--- config.mk ---
export PLATFORM = sky130hd
export DESIGN_NAME = z80_mem_mapper
export DESIGN_NICKNAME = d
export VERILOG_FILES = /design/src/rtl/z80_mem_mapper.sv
export SDC_FILE = /design/constraint.sdc
export NUM_CORES = 1
export LEC_CHECK = 0
export CORE_MARGIN = 2
export CORE_UTILIZATION = 27
export CTS_CLUSTER_SIZE = 16
export DETAILED_ROUTE_END_ITERATION = 8
export SYNTH_ARGS = -nofsm -noshare
export SYNTH_HDL_FRONTEND = slang
export SYNTH_SLANG_ARGS = --single-unit
--- constraint.sdc ---
create_clock -name clk -period 3.7 [get_ports clk]
set_input_delay 0.74 -clock clk [delete_from_list [all_inputs] [get_ports clk]]
set_output_delay 0.74 -clock clk [all_outputs]
set_load 0.02 [all_outputs]
--- src/rtl/z80_mem_mapper.sv ---
// Z80 paged memory mapper: I/O-programmed page registers, boot ROM overlay with shadow writes,
// and a WAIT-stretching handshake to an external RAM with an access timeout.
module z80_mem_mapper #(
  parameter int unsigned PAGE_BITS = 2,
  parameter int unsigned PHYS_BITS = 8,
  parameter logic [7:0]  IO_BASE   = 8'h78,
  parameter logic [7:0]  ROM_PORT  = 8'h38,
  parameter int unsigned ROM_BITS  = 13,
  parameter int unsigned TIMEOUT   = 255
) (
  input  logic                            clk,
  input  logic                            n_reset,
  input  logic [15:0]                     cpu_addr,
  input  logic                            n_mreq,
  input  logic                            n_iorq,
  input  logic                            n_rd,
  input  logic                            n_wr,
  input  logic [7:0]                      cpu_dout,
  output logic [7:0]                      map_dout,
  output logic                            map_rd_sel,
  output logic [PHYS_BITS+15-PAGE_BITS:0] phys_addr,
  output logic                            rom_cs,
  output logic                            ram_req,
  output logic                            ram_we,
  input  logic                            ram_ack,
  output logic                            n_wait
);

  localparam int unsigned NumPages = 1 << PAGE_BITS;
  localparam int unsigned OffBits  = 16 - PAGE_BITS;
  localparam int unsigned PhysW    = PHYS_BITS + OffBits;
  localparam int unsigned CntW     = (TIMEOUT < 2) ? 1 : $clog2(TIMEOUT + 1);

  typedef enum logic [1:0] {StIdle, StReq, StWack, StHold} state_e;

  state_e               state_q, state_d;
  logic [PHYS_BITS-1:0] page_q [NumPages];
  logic                 map_en_q, err_q, rom_active_q, io_wr_q, ram_we_q;
  logic [PhysW-1:0]     phys_q, phys_xlat;
  logic [CntW-1:0]      cnt_q, cnt_d;
  logic                 io_wr, io_rd, io_wr_edge, page_hit, ctrl_hit, rom_region;
  logic                 mem_req, start, err_set, n_wait_c;
  logic [7:0]           port_off;
  logic [PAGE_BITS-1:0] page_idx, win;

  assign io_wr      = !n_iorq && !n_wr;
  assign io_rd      = !n_iorq && !n_rd;
  assign io_wr_edge = io_wr && !io_wr_q;
  assign port_off   = cpu_addr[7:0] - IO_BASE;
  assign page_idx   = port_off[PAGE_BITS-1:0];
  assign page_hit   = {1'b0, port_off} < 9'(NumPages);
  assign ctrl_hit   = {1'b0, port_off} == 9'(NumPages);
  assign win        = cpu_addr[15:OffBits];
  assign rom_region = (32'(cpu_addr) >> ROM_BITS) == 32'd0;

  assign phys_xlat = map_en_q ? {page_q[win], cpu_addr[OffBits-1:0]} : PhysW'(cpu_addr);
  // Hold the translation captured at request time for the rest of the access.
  assign phys_addr = (state_q == StIdle) ? phys_xlat : phys_q;

  assign rom_cs  = rom_active_q && !n_mreq && !n_rd && rom_region;
  assign mem_req = !n_mreq && (!n_rd || !n_wr) && !rom_cs;
  assign ram_we  = ram_we_q;
  assign n_wait  = n_wait_c || !n_reset;

  always_comb begin
    map_dout   = '0;
    map_rd_sel = 1'b0;
    if (io_rd && n_reset) begin
      if (page_hit) begin
        map_rd_sel = 1'b1;
        map_dout   = 8'(page_q[page_idx]);
      end else if (ctrl_hit) begin
        map_rd_sel = 1'b1;
        map_dout   = {err_q, 6'b0, map_en_q};
      end
    end
  end

  always_comb begin
    state_d  = state_q;
    cnt_d    = cnt_q;
    n_wait_c = 1'b1;
    ram_req  = 1'b0;
    start    = 1'b0;
    err_set  = 1'b0;
    unique case (state_q)
      StIdle: begin
        if (mem_req) begin
          state_d  = StReq;
          n_wait_c = 1'b0;
          start    = 1'b1;
        end
      end
      StReq: begin
        ram_req  = 1'b1;
        n_wait_c = 1'b0;
        cnt_d    = '0;
        state_d  = StWack;
      end
      StWack: begin
        n_wait_c = 1'b0;
        if (ram_ack) begin
          state_d = StHold;
        end else if (cnt_q >= CntW'(TIMEOUT - 1)) begin
          state_d = StHold;
          err_set = 1'b1;
        end else begin
          cnt_d = (cnt_q == '1) ? cnt_q : cnt_q + 1'b1;
        end
      end
      StHold: begin
        if (n_mreq) state_d = StIdle;
      end
      default: state_d = StIdle;
    endcase
  end

  always_ff @(posedge clk or negedge n_reset) begin
    if (!n_reset) begin
      for (int i = 0; i < NumPages; i++) page_q[i] <= PHYS_BITS'(i);
      map_en_q     <= 1'b0;
      err_q        <= 1'b0;
      rom_active_q <= 1'b1;
      io_wr_q      <= 1'b0;
      ram_we_q     <= 1'b0;
      phys_q       <= '0;
      cnt_q        <= '0;
      state_q      <= StIdle;
    end else begin
      io_wr_q <= io_wr;
      state_q <= state_d;
      cnt_q   <= cnt_d;
      if (io_wr_edge && page_hit) page_q[page_idx] <= cpu_dout[PHYS_BITS-1:0];
      if (io_wr_edge && ctrl_hit) begin
        map_en_q <= cpu_dout[0];
        if (cpu_dout[7]) err_q <= 1'b0;
      end
      if (err_set) err_q <= 1'b1;
      if (io_wr_edge && cpu_addr[7:0] == ROM_PORT) rom_active_q <= 1'b0;
      if (start) begin
        ram_we_q <= !n_wr;
        phys_q   <= phys_xlat;
      end
    end
  end

endmodule

==> run metrics <==
Avg WL per Cell 16.2 µm; final wirelength 9490 µm; GRT Residual Overflow 0; non-filler instance count after layout 585; Setup crit end kind output pin; ys flop type dfrtp_1; Tightest Hold Check Type in2async; Ys Warns 0; area leader, netlist dfrtp_1; part of the power in registers 0.327; CTS Sinks between 60 and 70; dpl hpwl 7110 µm; NetSw 0.000950 W; Routed Antenna Nets 0; Multi-input gate area between 2000 and 2500 µm²; Pwr Density 568 nW/µm²; CP startpoint kind input port; top-count cell post-synth dfrtp_1; Post-synth ARST share 1.00; row count 43; Sw Share 0.324; later-pin clock latency in the skew report ~0.33 ns; Via Count 2780; floorplan die width 123 µm; Req. time, crit path 2.96 ns; CTS Buf Count 9; root buffer cell clkbuf_16; IO Port Bufs 65; top post-synthesis cells by area dfrtp_1 42%, mux2_2 19%, mux4_2 8.2%; post-synthesis net count approximately 350; Mean Syn Cell Area 12.4 µm²; vias in the first global route 2866; Seq cells post-synth a little under 70; initial antenna violation count 0; top-area cell type share of the netlist area 0.418; chip height between 100 and 150 µm; P&R area growth vs syn 34.9%; CTS tree built; fraction of layout instances using a drive strength above 1 0.343; Crit Path Class in2out; status finished, final reports clean; routability-driven placement congestion ratio 0.800; ant diodes 0; Syn Inst Count 309; overall global routing resource usage 0.131; post-CTS setup buffer count 0; drt first pass iters 4; VDD IR max 0.204 mV; final hold viol count 0; Reg clk slew, reported paths 0.06 ns; Pleak 2.21 nW; Setup TNS 0 ns; Synth Cell Area around 3800 µm²; number of fill cells in the layout 1389; Clock power frac 0.295; # DRC 0; core region area 13900 µm²; Slew headroom 0.462; Post-synth EDFFs 0; initial core utilization 0.276; Max-cap violations 0; placed cells ~570; CP arrival 2.84 ns; min Tclk post-route ~3.6 ns; Vias per Instance 4.75; internal power 0.00198 W; clk buf depth 2; final clock skew 0.00500 ns; Setup violations, final 0; Seq/Total Area, Yosys 0.453; nets 439; Netlist cell types roughly 50; Logic pwr share 0.377; H-Tree Depth 3; largest net degree at the start of global routing 57; Iter 0 DRT Violations ~170; final worst path period share 0.968; Fmax roughly 280 MHz; Seq. cell area 1730 µm²; Slew Limit Fails 0; first-pass GRT wire length between 10000 and 15000 µm; most frequent cells after synthesis 64 x dfrtp_1, 63 x mux2_2, 27 x nand2_1, 18 x o21ai_0, 14 x mux4_2; # IOs 66; CP Max Fanout 3; RSZ-0062 raised after global routing no; hold slack 0.443 ns; worst slew pin tran 0.801 ns; Die ar. 15100 µm²
==> power groups by stage <==
stage / Combinational, W / Clock (W) / Sequential (W)
floorplan: 0.000674 / 0 / 0.000955
global placement: 0.00110 / 0 / 0.000964
detailed placement: 0.00112 / 0 / 0.000973
CTS: 0.00112 / 0.000891 / 0.000961
global route: 0.00120 / 0.000925 / 0.000977
finish: 0.00111 / 0.000866 / 0.000960
==> metal layers <==
metal	up-vias	part of all wire	wire length, µm	track usage
met3	8	0.036	341	0.0351
li1	1325	-	-	-
met2	36	0.52	4930	0.221
met1	1411	0.43	4110	0.163
met4	0	0.011	104	0.0384
met5	-	0	0	0
==> path summary, 6_finish.rpt <==
| check | start | endpoint | slack [ns] | cells past startpoint |
|---|---|---|---|---|
| hold reg to reg | phys_q[21]$_DFFE_PN0P_ | phys_q[21]$_DFFE_PN0P_ | 0.48 | 2 |
| max in group asynchronous | n_reset | phys_q[5]$_DFFE_PN0P_ | 2.29 | 3 |
| min in group clk | phys_q[21]$_DFFE_PN0P_ | phys_q[21]$_DFFE_PN0P_ | 0.48 | 2 |
| hold / removal | n_reset | page_q[29]$_DFFE_PN0P_ | 0.44 | 2 |
| setup reg to reg | state_q[1]$_DFFE_PN0P_ | phys_q[0]$_DFFE_PN0P_ | 1.65 | 6 |
| setup / recovery | cpu_addr[3] | map_dout[0] | 0.12 | 6 |
==> cell usage in the layout, fill, tap and decap left out, types with 2 or more instances in the layout <==
| cell type | count |
|---|---|
| o2111ai_1 | 2 |
| and2_1 | 4 |
| a21oi_1 | 5 |
| nor3_1 | 4 |
| clkbuf_16 | 9 |
| mux2_2 | 63 |
| xor2_1 | 3 |
| nor4_4 | 4 |
| ha_1 | 8 |
| dfrtp_1 | 64 |
| o211ai_1 | 3 |
| a31oi_1 | 2 |
| mux2i_1 | 3 |
| dlygate4sd2_1 | 8 |
| nor2b_1 | 12 |
| a211o_1 | 2 |
| inv_1 | 7 |
| clkdlybuf4s50_1 | 55 |
| nand3_1 | 5 |
| or3b_2 | 2 |
| mux4_2 | 14 |
| nand4_1 | 2 |
| nor2_1 | 10 |
| o31ai_1 | 3 |
| nand3b_1 | 2 |
| clkinv_4 | 2 |
| nand2_1 | 27 |
| dfstp_2 | 5 |
| buf_4 | 26 |
| or3_1 | 2 |
| o21ai_0 | 18 |
==> layout make-up <==
type	count	area share
Clock buffer	11	0.0470
Multi-Input combinational cell	221	0.393
Clock inverter	5	0.0116
Sequential cell	69	0.336
Inverter	7	0.00509
Tap cell	180	0.0436
Timing Repair Buffer	92	0.164
==> sequential cells by signal (all words and copies together) (netlist names) <==
register      count
map_en_q          1
phys_q           22
state_q           2
cnt_q             8
ram_we            1
err_q             1
page_q           32
io_wr_q           1
rom_active_q      1
==> worst max-delay path, cell delays in order <==
cell,delay [ns]
clkdlybuf4s50_1,0.43
ha_1,0.33
nor4b_2,0.29
or3b_2,0.50
nor3_1,0.19
dlygate4sd2_1,0.35
==> stage by stage <==
step	total power, W	utilization	instance area, µm²	setup WS (ns)
global route	0.00311	0.372	5160	0.00114
floorplan	0.00163	-	3830	0.505
CTS	0.00298	0.372	5160	0.0668
finish	0.00293	0.372	5160	0.118
detailed placement	0.00209	0.350	4860	-0.276
global placement	0.00207	0.350	4860	-0.259
==> cells by family after synthesis <==
family                     synth area share
AOI/OAI and AO/OA                    0.0784
xor gates and xnor gates             0.0111
adders and majority gates            0.0261
buffers and inverters                0.0199
DFF                                   0.453
muxes                                 0.278
and+or+nand+nor                       0.133
==> repair_timing <==
action                                  CTS  global route
gates cloned                              0             0
resized for setup                        10             4
hold buffers                              0             0
endpoints found under the setup margin    9             2
pin swaps                                 0             0
Power figures use the tool's default switching activity.
